<file path="src/rtl/jrt_run_driver.sv">
`default_nettype none
// ============================================================================
// Module      : jrt_run_driver
// Description : Caller-side sequencer for a JRT single-method run interface.
//               Buffers host operands in a FIFO, issues one run request per
//               operand, follows the callee busy flag (with rise and run
//               timeouts) and hands each 32-bit result back to the host.
// Revision    : 1.0 - initial release
// ============================================================================
module jrt_run_driver #(
    parameter int DEPTH     = 4,
    parameter int RISE_WAIT = 4,
    parameter int TIMEOUT   = 255
) (
    input  logic        clock,
    input  logic        reset,
    input  logic        ce,
    input  logic        i_op_valid,
    output logic        o_op_ready,
    input  logic [31:0] i_op_data,
    output logic        o_res_valid,
    input  logic        i_res_ready,
    output logic [31:0] o_res_data,
    output logic        o_res_timeout,
    output logic        o_run_req,
    output logic [31:0] o_run_input_a_0,
    input  logic        i_run_busy,
    input  logic [31:0] i_run_return,
    output logic        o_idle,
    output logic [15:0] o_done_count
);

    localparam int          c_addr_w    = $clog2(DEPTH);
    localparam logic [15:0] c_rise_wait = 16'(RISE_WAIT);
    localparam logic [15:0] c_timeout   = 16'(TIMEOUT);

    typedef enum logic [2:0] {
        S_IDLE = 3'd0,
        S_REQ  = 3'd1,
        S_RISE = 3'd2,
        S_BUSY = 3'd3,
        S_EMIT = 3'd4
    } state_t;

    // ------------------------------------------------------------------
    // Operand FIFO storage and pointers (extra MSB separates full/empty)
    // ------------------------------------------------------------------
    logic [31:0]       r_fifo_mem [DEPTH];
    logic [c_addr_w:0] r_wr_ptr;
    logic [c_addr_w:0] r_rd_ptr;

    state_t            r_state;
    logic [15:0]       r_wait_cnt;
    logic              r_run_req;
    logic [31:0]       r_run_input;
    logic              r_res_valid;
    logic [31:0]       r_res_data;
    logic              r_res_timeout;
    logic [15:0]       r_done_count;

    logic              w_full;
    logic              w_empty;
    logic              w_push;
    logic              w_pop;
    logic [15:0]       w_cnt_inc;

    assign w_empty   = (r_wr_ptr == r_rd_ptr);
    assign w_full    = (r_wr_ptr[c_addr_w] != r_rd_ptr[c_addr_w]) &&
                       (r_wr_ptr[c_addr_w-1:0] == r_rd_ptr[c_addr_w-1:0]);
    // Ready looks only at the full flag: a pop in the same cycle does not
    // make room for a push that cycle.
    assign w_push    = ce && i_op_valid && !w_full;
    // A new run starts only once any previous callee activity has ended.
    assign w_pop     = ce && (r_state == S_IDLE) && !w_empty && !i_run_busy;
    assign w_cnt_inc = r_wait_cnt + 16'd1;

    // Operand storage write; contents need no reset because pointers gate use
    always_ff @(posedge clock) begin
        if (w_push) begin
            r_fifo_mem[r_wr_ptr[c_addr_w-1:0]] <= i_op_data;
        end
    end

    // FIFO pointer update; reset flushes any queued operands
    always_ff @(posedge clock) begin
        if (reset) begin
            r_wr_ptr <= '0;
            r_rd_ptr <= '0;
        end else begin
            if (w_push) begin
                r_wr_ptr <= r_wr_ptr + 1'b1;
            end
            if (w_pop) begin
                r_rd_ptr <= r_rd_ptr + 1'b1;
            end
        end
    end

    // Run sequencer: request, wait for busy rise, wait for busy fall, emit
    always_ff @(posedge clock) begin
        if (reset) begin
            r_state       <= S_IDLE;
            r_wait_cnt    <= '0;
            r_run_req     <= 1'b0;
            r_run_input   <= '0;
            r_res_valid   <= 1'b0;
            r_res_data    <= '0;
            r_res_timeout <= 1'b0;
            r_done_count  <= '0;
        end else if (ce) begin
            case (r_state)
                S_IDLE: begin
                    if (w_pop) begin
                        r_run_input <= r_fifo_mem[r_rd_ptr[c_addr_w-1:0]];
                        r_run_req   <= 1'b1;
                        r_state     <= S_REQ;
                    end
                end
                S_REQ: begin
                    r_run_req  <= 1'b0;
                    r_wait_cnt <= '0;
                    r_state    <= S_RISE;
                end
                S_RISE: begin
                    if (i_run_busy) begin
                        r_wait_cnt <= '0;
                        r_state    <= S_BUSY;
                    end else begin
                        r_wait_cnt <= w_cnt_inc;
                        if (w_cnt_inc == c_rise_wait) begin
                            r_res_data    <= '0;
                            r_res_timeout <= 1'b1;
                            r_res_valid   <= 1'b1;
                            r_state       <= S_EMIT;
                        end
                    end
                end
                S_BUSY: begin
                    if (!i_run_busy) begin
                        r_res_data    <= i_run_return;
                        r_res_timeout <= 1'b0;
                        r_res_valid   <= 1'b1;
                        r_state       <= S_EMIT;
                    end else begin
                        r_wait_cnt <= w_cnt_inc;
                        if (w_cnt_inc == c_timeout) begin
                            r_res_data    <= '0;
                            r_res_timeout <= 1'b1;
                            r_res_valid   <= 1'b1;
                            r_state       <= S_EMIT;
                        end
                    end
                end
                S_EMIT: begin
                    if (i_res_ready) begin
                        r_res_valid  <= 1'b0;
                        r_done_count <= r_done_count + 16'd1;
                        r_state      <= S_IDLE;
                    end
                end
                default: begin
                    r_run_req   <= 1'b0;
                    r_res_valid <= 1'b0;
                    r_state     <= S_IDLE;
                end
            endcase
        end
    end

    assign o_op_ready      = !w_full;
    assign o_res_valid     = r_res_valid;
    assign o_res_data      = r_res_data;
    assign o_res_timeout   = r_res_timeout;
    assign o_run_req       = r_run_req;
    assign o_run_input_a_0 = r_run_input;
    assign o_idle          = (r_state == S_IDLE) && w_empty;
    assign o_done_count    = r_done_count;

endmodule
`default_nettype wire

</file>
<file path="config.mk">
export PLATFORM = sky130hd
export DESIGN_NAME = jrt_run_driver
export DESIGN_NICKNAME = d
export VERILOG_FILES = /design/src/rtl/jrt_run_driver.sv
export SDC_FILE = /design/constraint.sdc
export NUM_CORES = 1
export LEC_CHECK = 0
export ABC_AREA = 1
export BUFFER_PORTS_ARGS = -buffer_cell sky130_fd_sc_hd__buf_2
export CORE_ASPECT_RATIO = 0.8
export CORE_MARGIN = 2
export CORE_UTILIZATION = 24
export CTS_CLUSTER_DIAMETER = 50
export DETAILED_ROUTE_END_ITERATION = 10
export PLACE_DENSITY = 0.42
export SYNTH_ARGS = -nofsm -noshare
export SYNTH_HDL_FRONTEND = slang
export SYNTH_SLANG_ARGS = --single-unit
</file>
<file path="constraint.sdc">
create_clock -name clock -period 7.9 [get_ports clock]
set_input_delay 0.395 -clock clock [delete_from_list [all_inputs] [get_ports clock]]
set_output_delay 0.395 -clock clock [all_outputs]
set_load 0.01 [all_outputs]
</file>
# [Yosys cells after proc, flatten, opt, wreduce, memory -nomap -nowiden]
# Memories as Yosys holds them, arrays and structs flattened. A register that Yosys moved wholly into a read port is not among the register bits.
# Index checks and enable logic that the tools add are counted.
[word_totals] reg_bits=76 ramBits=128 inputBits=70 out_inout_bits=85 elab_cells=81 memories=1
[classes] n_addsub=4 eq_ne=16 muxes=27 bitwise_logic=2 n_reduce_logical=22
[memory_table] memory="r_fifo_mem" depth=4 word_bits=32 rd=1 rd_ports_with_merged_regs=1 write_ports=1 line="48" source="logic [31:0] r_fifo_mem [DEPTH];"
[ops] op="$mux W32" n=4
[ops] op="$pmux W32 S2" n=1
[ops] op="$pmux W16 S3" n=1
[ops] op="$add A16 B1 Y16 const B" n=2
[ops] op="$mux W16" n=2
[ops] op="$mux W3" n=6
[ops] op="$eq A16 B3 Y1 const B" n=1
[ops] op="$eq A16 B8 Y1 const B" n=1
[ops] op="$pmux W3 S5" n=1
[ops] op="$reduce_and A3 Y1" n=4
[ops] op="$ne A2 B2 Y1 const B" n=5
[ops] op="$reduce_and A5 Y1" n=2
[ops] op="$mux W1" n=9
[ops] op="$logic_and A1 B1 Y1" n=7
[ops] op="$add A3 B1 Y3 const B" n=2
[ops] op="$eq A3 B2 Y1 const B" n=2
[ops] op="$ne A3 B3 Y1 const B" n=2
[ops] op="$reduce_and A6 Y1" n=1
[ops] op="$pmux W1 S2" n=2
[ops] op="$pmux W1 S4" n=1
[ops] op="$eq A3 B1 Y1 const B" n=1
[ops] op="$eq A3 B3 Y1" n=1
[ops] op="$eq A3 B3 Y1 const B" n=1
[ops] op="$logic_not A1 Y1" n=3
[ops] op="other kinds (8)" n=9

# [Longest topological paths before layout]
[logic_depth] word_depth=6 mapped_depth=17 ltp_nobuf=16

# [Worst setup path after synthesis]
# Ideal clock, no wire load.
[synth_timing] path_kind="register -> register" startpoint="register r_rd_ptr[1]" endpoint="memory r_fifo_mem[3][0] (enable)" setup_ns=0.424 t_arrival_ns=2.523 required_time_ns=7.476 setup_slack_ns=4.953 stages_incl_launch_ff=8 n_path_buf=1 period_less_slack_ns=2.947 cell_sequence="dfxtp_1 -> buf_2 -> clkinv_1 -> nand2_1 -> a21oi_1 -> nand2_1 -> nand3_1 -> nor2_1"
[synth_between] elab_chain_cells=6
[synth_rtl] item="start: declaration" line="50" source="logic [c_addr_w:0] r_rd_ptr;"
[synth_rtl] item="start signal: assignment" line="94" source="r_rd_ptr <= r_rd_ptr + 1'b1;"
[synth_rtl] item="$eq A2 B2 Y1" line="69" source="(r_wr_ptr[c_addr_w-1:0] == r_rd_ptr[c_addr_w-1:0]);"
[synth_rtl] item="$logic_and A1 B1 Y1" line="68" source="assign w_full = (r_wr_ptr[c_addr_w] != r_rd_ptr[c_addr_w]) &&"
[synth_rtl] item="$logic_not A1 Y1"
[synth_rtl] item="via o_op_ready" line="19" source="output logic o_op_ready,"
[synth_rtl] item="$logic_and A1 B1 Y1" line="72" source="assign w_push = ce && i_op_valid && !w_full;"
[synth_rtl] item="$mux W1" line="79" source="if (w_push) begin"
[synth_rtl] item="$mux W1 (not written as such)" line="80" source="r_fifo_mem[r_wr_ptr[c_addr_w-1:0]] <= i_op_data;"
[synth_rtl] item="end: declaration" line="48"
# The timed path passes the listed nets, and every way through them passes these cells.

# [Worst setup path after layout]
[layout_timing] startpoint="register r_rd_ptr[1]" endpoint="memory r_fifo_mem[1][19] (enable)"
[layout_between] elab_chain_cells=6
[layout_rtl] item="$eq A2 B2 Y1" line="69"
[layout_rtl] item="$logic_and A1 B1 Y1" line="68"
[layout_rtl] item="$logic_not A1 Y1" line="72"
[layout_rtl] item="$logic_and A1 B1 Y1" line="72"
[layout_rtl] item="$mux W1" line="79"
[layout_rtl] item="$mux W1 (not written as such)" line="80"
# No other way between the ends.

==> run metrics <==
PortBufs=around 150; synthesized area=just under 0.01 mm²; Sink Count=236; Critical Path RT=8.01 ns; EDFF count, synth=roughly 130; largest family of logic cells by synthesized area=simple AND/OR/NAND/NOR gates; clk_skew=between 0.02 and 0.03 ns; clock share of power=a little over two fifths; layout cells sized above 1=approximately 20%; total negative slack=0 ns; Commonest cells post-synth=nor2_1, nand2_1, edfxtp_1, dfxtp_1, o21ai_0; Final setup violation count=0; Synth Register Bits=between 200 and 250; count leader, synth=nor2_1; total power=approximately 3.3 mW; Distinct cells, synth=40; P_leak=4.63 nW; Worst setup EP type=flip-flop; unrepaired setup endpoints after global routing=no; post-synthesis xor/xnor area fraction=about 1.1%; worst skew pair latency=0.52 ns; r2r setup slk=around 4.7 ns; Nets=approximately 1300; CORE AREA=just over 0.04 mm²; # resized after CTS=0; asr flop ratio synth=0%; Die H=184 µm; CTS Hold Bufs=0; instance count of the mapped netlist=about 1000; final wirelength=about 26000 µm; largest cells by area after synthesis=edfxtp_1, dfxtp_1, nor2_1; count of pins over their slew limit=0; vias in the first global route=between 7000 and 8000; Switching Fraction=approximately 28%; Max H-tree Level=2; Final HPWL DP=about 16000 µm; Sequential Power Share=43.0%; CP Class=flip-flop to flip-flop; GRT overflow=0; DRT Pass-1 Iters=6; clock buffer depth=3; fin crit period=approximately 3.2 ns; maximum achievable frequency=around 320 MHz; critical path fanouts, max=35; Post-CTS Setup Repair Bufs=0; I/O pin count=roughly 160; largest net degree at the start of global routing=76; status=completed; Initial Utilization=between 20% and 30%; syn nets=1123; initial antenna violation count=0; DRC violation count after routing=0; mux share of post-synthesis cell area=0%; ANT nets after route=0; CTS tree=yes; hold_ws=just under 0.1 ns; Total GRT Usage=around 12%; Switch Pwr=around 0.92 mW; pwr dens=approximately 280 mW/mm²; chip width=229 µm; max_cap viols=0; row cnt=66; cell taking the most area after synthesis=edfxtp_1; worst vdd ir=around 0.13 mV; Die Area=between 0.04 and 0.05 mm²; CTS clock-pin slew for the worst setup and hold paths=0.06 ns; final worst path period share=~40%; Synth Area in Simple Gates=between 20% and 30%; first-pass GRT wire length=41300 µm; Final GP Congestion=0.768; Register Area=0.00601 mm²; drt wl/cell=roughly 15 µm; Adder-Cell Fraction of Synth Area=slightly above 1%; Synth Area in Compound Gates=about a tenth; worst slew pin tran=about 1.2 ns; routed vias/inst=~4.3; Fillers=4270; Max transition margin=roughly a fifth; Critical Path AT=between 3 and 4 ns; Yosys warning count=0; post-route core utilization=around 30%; P_int=2.41 mW; ys flop type=edfxtp_1; CP Launch Type=flip-flop; Comb power frac=13.6%; Num CTS Buffers=34; area of the multi-input gates=0.00331 mm²; Min-Delay Path Class=primary input to flip-flop; Iteration-0 DRC Markers=411; sequential share of the synthesized area=between 60% and 70%; Yosys top cell area share=39.4%; Layout area overhead=23.9%; Root Buffer=clkbuf_16; syn avg cell area=a little over 9 µm²; Final Hold Vio Count=0; vias=about 7500
==> cell type report <==
class	count	share of cell area, %
Clock inverter	18	1.40
Timing Repair Buffer	159	6.68
Inverter	59	1.83
Clock buffer	44	7.43
Antenna cell	1	0.0207
Tap cell	544	5.63
Multi-Input combinational cell	695	27.3
Sequential cell	236	49.7
==> sequential cells by signal, indices dropped and copies added (netlist names) <==
name / count
o_done_count: 16
o_res_data: 32
o_res_timeout: 1
o_res_valid: 1
o_run_input_a_0: 32
o_run_req: 1
r_fifo_mem: 128
r_rd_ptr: 3
r_state: 3
r_wait_cnt: 16
r_wr_ptr: 3
==> layer usage <==
metal | wire [µm] | vias up | GRT usage (%)
met5 | 0 | - | 0
met1 | 13600 | 3457 | 18.0
li1 | - | 3814 | -
met2 | 10700 | 163 | 18.1
met3 | 1530 | 36 | 3.17
met4 | 451 | 0 | 3.19
==> stage by stage <==
step	instance area (µm²)	setup WS [ns]	std cells
global placement	11000	4.80	1693
global route	12100	4.31	1755
floorplan	9760	4.95	1045
detailed placement	11000	4.69	1693
finish	12100	4.73	1756
CTS	12100	4.64	1755
==> cells by family (layout without fill, tap and decap cells) <==
logic type / Yosys count / after routing
flops: 236 / 236
fa+ha+maj: 8 / 8
compound gates: 184 / 184
simple gates: 492 / 492
buf+inv: 114 / 280
other cells: 0 / 1
xor+xnor: 11 / 11
==> path summary, 6_finish.rpt <==
kind                                  from                     endpoint  cells after the start
setup / recovery  r_rd_ptr[1]$_SDFFE_PP0P_  r_fifo_mem[1][19]$_DFFE_PP_                      6
hold / removal                i_op_data[9]   r_fifo_mem[3][9]$_DFFE_PP_                      1
hold reg to reg     o_run_req$_SDFFE_PP0P_       o_run_req$_SDFFE_PP0P_                      2
setup reg to reg  r_rd_ptr[1]$_SDFFE_PP0P_  r_fifo_mem[1][19]$_DFFE_PP_                      6
==> worst max-delay path: stages (launching register included) <==
cell      delay, ns
dfxtp_2        0.85
clkinv_1       0.20
nand2_1        0.11
a21oi_1        0.08
nand2_1        0.08
nand3_1        0.39
nor2_4         1.05
==> cell usage in the layout, fill, tap and decap left out, drive strengths merged <==
| cell | Yosys | routed |
|---|---|---|
| a21oi | 38 | 38 |
| a31oi | 32 | 32 |
| and2 | 1 | 1 |
| and3 | 1 | 1 |
| buf | 23 | 159 |
| bufinv | 0 | 2 |
| clkbuf | 32 | 44 |
| clkinv | 1 | 12 |
| clkinvlp | 0 | 1 |
| dfxtp | 108 | 108 |
| diode | 0 | 1 |
| edfxtp | 128 | 128 |
| ha | 8 | 8 |
| inv | 58 | 62 |
| nand2 | 162 | 162 |
| nand3 | 57 | 57 |
| nand3b | 1 | 1 |
| nand4 | 10 | 10 |
| nor2 | 245 | 245 |
| nor3 | 9 | 9 |
| nor3b | 2 | 2 |
| nor4 | 3 | 3 |
| o21a | 2 | 2 |
| o21ai | 110 | 110 |
| o31ai | 1 | 1 |
| o41ai | 1 | 1 |
| or2 | 1 | 1 |
| xnor2 | 4 | 4 |
| xor2 | 7 | 7 |
==> power groups by stage <==
stage | sequential [mW] | combinational [mW] | clock (mW)
3_3_place_gp | 1.45 | 0.463 | 0
5_1_grt | 1.44 | 0.517 | 1.55
6_report | 1.43 | 0.451 | 1.45
2_1_floorplan | 1.47 | 0.263 | 0
4_1_cts | 1.43 | 0.462 | 1.49
3_5_place_dp | 1.46 | 0.460 | 0
Note: power is estimated with default switching activity, not from simulation.
